`src/rtl/uart_rx.sv`:
```
// UART receiver: start-edge detect, mid-bit sampling, LSB-first data, optional parity, stop check.
// Define UART_RX_SYNC_EN to insert a two-flop synchroniser ahead of the rx input register.
module uart_rx #(
  parameter int BITS         = 8,
  parameter int STOPBITS     = 1,
  parameter int PARITY       = 0,
  parameter int CLKS_PER_BIT = 4
) (
  input  logic            clk,
  input  logic            rst,
  input  logic            rx,
  output logic [BITS-1:0] data,
  output logic            data_valid,
  output logic            parity_err,
  output logic            frame_err,
  output logic            busy
);

  localparam int HALF = CLKS_PER_BIT / 2;
  localparam int CW   = $clog2(CLKS_PER_BIT + 1);
  localparam int BW   = $clog2(BITS + 1);

  typedef enum logic [2:0] {IDLE, START, DATA, PAR, STOP} state_t;

  state_t          state;
  logic [CW-1:0]   cnt;
  logic [BW-1:0]   bit_cnt;
  logic [BITS-1:0] shift_reg;
  logic            par_bit;
  logic            stop_err;
  logic            need_high;
  logic            rx_q;
  logic            par_calc;
  logic            par_err_next;
  logic            stop_bad;

`ifdef UART_RX_SYNC_EN
  logic sync1, sync2;

  always_ff @(posedge clk or posedge rst) begin
    if (rst) begin
      sync1 <= 1'b1;
      sync2 <= 1'b1;
      rx_q  <= 1'b1;
    end else begin
      sync1 <= rx;
      sync2 <= sync1;
      rx_q  <= sync2;
    end
  end
`else
  always_ff @(posedge clk or posedge rst) begin
    if (rst) rx_q <= 1'b1;
    else     rx_q <= rx;
  end
`endif

  always_comb begin
    par_calc     = (^shift_reg) ^ par_bit;
    par_err_next = 1'b0;
    if (PARITY == 1)      par_err_next = ~par_calc;
    else if (PARITY == 2) par_err_next = par_calc;
    stop_bad     = stop_err | ~rx_q;
  end

  // need_high keeps a stuck-low line from producing a stream of errored frames.
  always_ff @(posedge clk or posedge rst) begin
    if (rst) begin
      state      <= IDLE;
      cnt        <= '0;
      bit_cnt    <= '0;
      shift_reg  <= '0;
      par_bit    <= 1'b0;
      stop_err   <= 1'b0;
      need_high  <= 1'b0;
      data       <= '0;
      data_valid <= 1'b0;
      parity_err <= 1'b0;
      frame_err  <= 1'b0;
      busy       <= 1'b0;
    end else begin
      data_valid <= 1'b0;
      case (state)
        IDLE: begin
          cnt     <= '0;
          bit_cnt <= '0;
          if (rx_q) begin
            need_high <= 1'b0;
          end else if (!need_high) begin
            state <= START;
            busy  <= 1'b1;
          end
        end
        START: begin
          if (cnt == CW'(HALF - 1)) begin
            cnt <= '0;
            if (rx_q) begin
              state <= IDLE;
              busy  <= 1'b0;
            end else begin
              state <= DATA;
            end
          end else begin
            cnt <= cnt + CW'(1);
          end
        end
        DATA: begin
          if (cnt == CW'(CLKS_PER_BIT - 1)) begin
            cnt       <= '0;
            shift_reg <= (shift_reg >> 1) | (BITS'(rx_q) << (BITS - 1));
            if (bit_cnt == BW'(BITS - 1)) begin
              bit_cnt  <= '0;
              stop_err <= 1'b0;
              state    <= (PARITY != 0) ? PAR : STOP;
            end else begin
              bit_cnt <= bit_cnt + BW'(1);
            end
          end else begin
            cnt <= cnt + CW'(1);
          end
        end
        PAR: begin
          if (cnt == CW'(CLKS_PER_BIT - 1)) begin
            cnt     <= '0;
            par_bit <= rx_q;
            state   <= STOP;
          end else begin
            cnt <= cnt + CW'(1);
          end
        end
        STOP: begin
          if (cnt == CW'(CLKS_PER_BIT - 1)) begin
            cnt <= '0;
            if (bit_cnt == BW'(STOPBITS - 1)) begin
              data       <= shift_reg;
              parity_err <= par_err_next;
              frame_err  <= stop_bad;
              need_high  <= stop_bad;
              data_valid <= 1'b1;
              busy       <= 1'b0;
              state      <= IDLE;
            end else begin
              stop_err <= stop_bad;
              bit_cnt  <= bit_cnt + BW'(1);
            end
          end else begin
            cnt <= cnt + CW'(1);
          end
        end
        default: begin
          state <= IDLE;
          busy  <= 1'b0;
        end
      endcase
    end
  end

endmodule

```
`config.mk`:
```
export PLATFORM = sky130hd
export DESIGN_NAME = uart_rx
export DESIGN_NICKNAME = d
export VERILOG_FILES = /design/src/rtl/uart_rx.sv
export SDC_FILE = /design/constraint.sdc
export NUM_CORES = 1
export LEC_CHECK = 0
export BUFFER_PORTS_ARGS = -buffer_cell sky130_fd_sc_hd__buf_2
export CORE_MARGIN = 2
export CORE_UTILIZATION = 30
export CTS_CLUSTER_SIZE = 10
export DETAILED_ROUTE_END_ITERATION = 10
export MAX_ROUTING_LAYER = met4
export PLACE_DENSITY = 0.47
export SLEW_MARGIN = 0
export SYNTH_ARGS = -nofsm -noshare
export SYNTH_HDL_FRONTEND = slang
export SYNTH_SLANG_ARGS = --single-unit
```
`constraint.sdc`:
```
create_clock -name clk -period 2.51 [get_ports clk]
set_input_delay 0.1255 -clock clk [delete_from_list [all_inputs] [get_ports clk]]
set_output_delay 0.1255 -clock clk [all_outputs]
set_load 0.005 [all_outputs]
```
### After elaboration in Yosys (flattened, before gate mapping)

Cells that the tools add are included.

* bits in latches: 0
* input bits: 3
* memories: 0
* register bits after elaboration: 32
* memory bits (writable): 0
* logic and storage cells: 86
* bits in read-only memories: 0
* output and inout bits: 12

* mux-type cells: 36
* $lt $le $gt $ge: 0
* shift operators: 0
* bitwise gates (word level): 4
* equality and inequality tests: 18
* add/sub/neg operators: 2
* multiply operators: 0
* reductions and logical operators: 15
* div/mod/pow operators: 0

Operator list (number)
* two-way mux 3 bit: 10
* != test 2 bit (second input constant): 11
* two-way mux 4 bit: 4
* two-way mux 1 bit: 15
* case mux 3 bit (5 select lines): 1
* case mux 4 bit (3 select lines): 1
* == test 3 x 2 -> 1 bit (second input constant): 3
* case mux 3 bit (3 select lines): 1
* bitwise OR 7 x 8 -> 8 bit: 1
* AND reduction 4 bit: 2
* AND reduction 8 bit: 1
* AND reduction 7 bit: 1
* == test 3 x 1 -> 1 bit (second input constant): 2
* nonzero test 3 bit: 2
* AND reduction 5 bit: 1
* adder 4 x 1 -> 4 bit (second input constant): 1
* == test 4 x 3 -> 1 bit (second input constant): 1
* logical NOT 4 bit: 1
* case mux 1 bit (2 select lines): 2
* case mux 1 bit (4 select lines): 1
* nonzero test 2 bit: 2
* adder 3 x 1 -> 3 bit (second input constant): 1
* == test 3 bit (second input constant): 1
* logical NOT 3 bit: 1
* other kinds (7): 8

### Depth between registers and ports, before layout

* depth after elaboration: 5
* gate-level depth with buffers: 7
* depth with buffers taken out: 6

### Least setup slack after synthesis

Ideal clock, no wire load.

* kind: register to register
* start point: register bit_cnt[0]
* end point: register bit_cnt[0]
* required time: 2.385 ns
* library setup time: 0.125 ns
* path slack: 0.779 ns
* arrival time: 1.606 ns
* clock period less this slack: 1.731 ns
* buffers on the path: 0
* cell stages (with the launch flop): 7
* cells stage by stage: dfrtp_1 -> inv_1 -> ha_1 -> or3b_4 -> a311oi_4 -> nor2_1 -> mux2_2

* cells in the longest elaborated chain, start to end: 4
* elaborated cells between the ends (all ways): 10
* those cells by class: add/sub (1); eq/ne (2); mux (5); reduce/logical (2)

RTL lines
* start, declared: RTL line 27 `logic [BW-1:0] bit_cnt;`
* start signal, assigned: RTL line 116 `bit_cnt <= bit_cnt + BW'(1);`
* start signal, assigned: RTL line 144 `bit_cnt <= bit_cnt + BW'(1);`
* adder 4 x 1 -> 4 bit or == test 4 x 3 -> 1 bit (tied branches): RTL line 116, 144, 111
* two-way mux 4 bit, on equally long branches: RTL line 134, 111
* two-way mux 4 bit, on equally long branches: RTL line 132, 108
* case mux 4 bit (3 select lines): RTL line 83 `case (state)`

Several ways; a longest one is shown, not always the timed one. The select of a mux whose other input is x is not followed.
A chain may end at the register's enable or synchronous reset.

### Final worst setup path

Ends and elaborated chain as after synthesis.

==> results.yml <==
worst_setup_path:
  end_kind: "flip-flop"
  required_ps: 2670
  critPathLaunchType: "flip-flop"
  cp_max_fo: 7
  crit_type: "reg2reg"
  crit_arrival_ps: 2080
synthesis:
  synth.cell_area_mm2: 0.00162
  synth_area_leaders: "dfrtp_1 (48%), mux2_2 (6.9%), mux2_4 (5.6%)"
  ys_seq_area_share_pct: 49.5
  yosysTopAreaCell: "dfrtp_1"
  ys_warn_count: 0
  netlist.area_leader.share_pct: 47.8
  synth_cell_types: 43
  yosys_register_bits: 32
  synth.net_count: 149
  avgSynthCellArea_um2: 11.6
  syn_inst: 140
clocking:
  cts.path.max_buffers: 2
  htreeDepth: 2
  cts_tree: "built"
  post_cts_buffers: 0
  clock-sinks: 32
  clkSlewWorstSetupHoldPaths_ps: 70
  cts_hold_buf: 2
  post_cts_resized: 0
  cts_root_buffer: "clkbuf_8"
  cts-buffers-inserted: 5
  clk_latency_ps: 280
timing:
  hold_viol: 0
  fmax_mhz: 523
  tightestPinTransition_ps: 569
  setup_viol: 0
  min_period_ps: 1910
  maxSlewViolCount: 0
  finalClockSkew_ps: 6.64
  fin_tns_setup_ps: 0
  fin_hold_ws_ps: 471
  slew_headroom_pct: 62.1
  rsz0062_at_grt: "no"
  finalWorstSetupSlack_ps: 598
  fin_crit_sh_pct: 76.2
worst_hold_path:
  hold_class: "in2async"
route:
  drtPass1Iterations: 4
  ant_nets: 0
  drc_errors: 0
  drtIter0Drc: 42
  drt-total-wl_um: 3030
  num_vias: 1087
  wire_per_inst_um: 13.2
  vias_per_cell: 4.75
power_and_ir_drop:
  power_density_mw_per_mm2: 876
  p_leak_nw: 0.894
  ir_drop_v: 0.000448
placed_design:
  dpl.cell_count: 219
  dp_hpwl_um: 2090
  port_buffers: 13
  gp_congestion: 0.753
  post-place-ws_ps: 623
grt:
  grt_start_max_net_pins: 33
  grt_pass1_wl_um: 5350
  use_met1_pct: 15.3
  grt_pass1_vias: 1115
  grt-ovfl-total: 0
  use_met3_pct: 3.37
  antenna_found_initial: 0
  busiest_layer: "met2"
  grt_use_met2_pct: 16.4
  grt_use_total_pct: 11.7
die:
  core_mm2: 0.00517
  fp.dieH_um: 77.5
  start_util_pct: 31.3
  die_w_um: 77.5
  ios: 15
  rows: 26
  die_area_mm2: 0.00601
cells_and_area:
  num_antenna_cells: 0
  final_common_cell: "dfrtp_1"
  final_cells: 229
  layout_common_cells: "dfrtp_1 (31), buf_2 (13), inv_1 (12)"
  areaGrowthSynthToFinish_pct: 14.1
  finalNetCount: 167
  postLayoutCoreUtil_pct: 35.8
  drive_above_1_share_pct: 30.2
status:
  status: "finished, final reports clean"
run:
  drv_cap: 0
layout make-up:
cell class / count / area [um^2]
Fill cell: 493 / 3320
Sequential cell: 32 / 802
Multi-Input combinational cell: 90 / 728
Timing Repair Buffer: 17 / 100
Tap cell: 70 / 87.6
Clock buffer: 5 / 68.8
Inverter: 12 / 45.0
Clock inverter: 3 / 18.8
final timing paths:
check	cells past startpoint	slack, ps	end	start
max	6	600	bit_cnt[0]$_DFFE_PP0P_	bit_cnt[0]$_DFFE_PP0P_
min	4	470	data[3]$_DFFE_PP0P_	rst
max reg2reg	6	600	bit_cnt[0]$_DFFE_PP0P_	bit_cnt[0]$_DFFE_PP0P_
min reg2reg	2	480	frame_err$_DFFE_PP0P_	frame_err$_DFFE_PP0P_
max in group asynchronous	4	1710	rx_q$_DFF_PP1_	rst
min in group clk	2	480	frame_err$_DFFE_PP0P_	frame_err$_DFFE_PP0P_
metal layers:
| metal | vias up | part of all wire, % |
|---|---|---|
| li1 | 533 | - |
| met1 | 532 | 52 |
| met2 | 18 | 44 |
| met3 | 4 | 2.3 |
| met4 | 0 | 2.2 |
| met5 | - | 0 |
worst max-delay path, cell delays in order (launching register included):
cell and delay [ps]:
dfrtp_1 400, inv_1 100, ha_1 160, or3b_4 400, a311oi_4 340, nor2_1 130
mux2_2 280
where the power goes:
part / leakage, nW / switching, mW / total, mW / internal, mW
Combinational: 0.416 / 0.266 / 0.502 / 0.236
Sequential: 0.431 / 0.137 / 0.731 / 0.594
Clock: 0.0479 / 0.195 / 0.388 / 0.193
Total: 0.894 / 0.598 / 1.62 / 1.02
per-stage QoR:
step	total power, mW	cell area [um^2]
after global placement	1.23	1740
after CTS	1.64	1850
after global routing	1.74	1850
after detailed placement	1.24	1740
final	1.62	1850
after floorplan	1.15	1620
logic make-up (layout without fill, tap and decap cells):
logic type	count (synthesis)	in the layout	synth area share, %
multiplexers	17	17	13.1
flip-flops	32	32	49.5
adder cells (fa/ha/maj)	6	6	4.63
AND/OR/NAND/NOR	36	36	13.8
other	1	1	0.231
AO/OA/AOI/OAI	30	30	13.1
buffers and inverters	18	37	5.63
cell usage after synthesis (all sizes together):
| cell type | number |
|---|---|
| dfrtp | 31 |
| mux2 | 16 |
| inv | 12 |
| o21ai | 11 |
| nand2 | 9 |
| nor2 | 7 |
| ha | 6 |
| buf | 5 |
| a21oi | 4 |
| nor3 | 4 |
| a31oi | 3 |
| nand2b | 3 |
| a311oi | 2 |
| nand3 | 2 |
| nor3b | 2 |
| o41ai | 2 |
| or3 | 2 |
| a21boi | 1 |
| a221oi | 1 |
| a22o | 1 |
| a2bb2oi | 1 |
| a32oi | 1 |
| a41oi | 1 |
| and2 | 1 |
| and2b | 1 |
| and3b | 1 |
| clkbuf | 1 |
| conb | 1 |
| dfstp | 1 |
| mux2i | 1 |
| nor4 | 1 |
| nor4b | 1 |
| o21a | 1 |
| o31ai | 1 |
| or2 | 1 |
| or3b | 1 |
(Power assumes the default switching activity.)
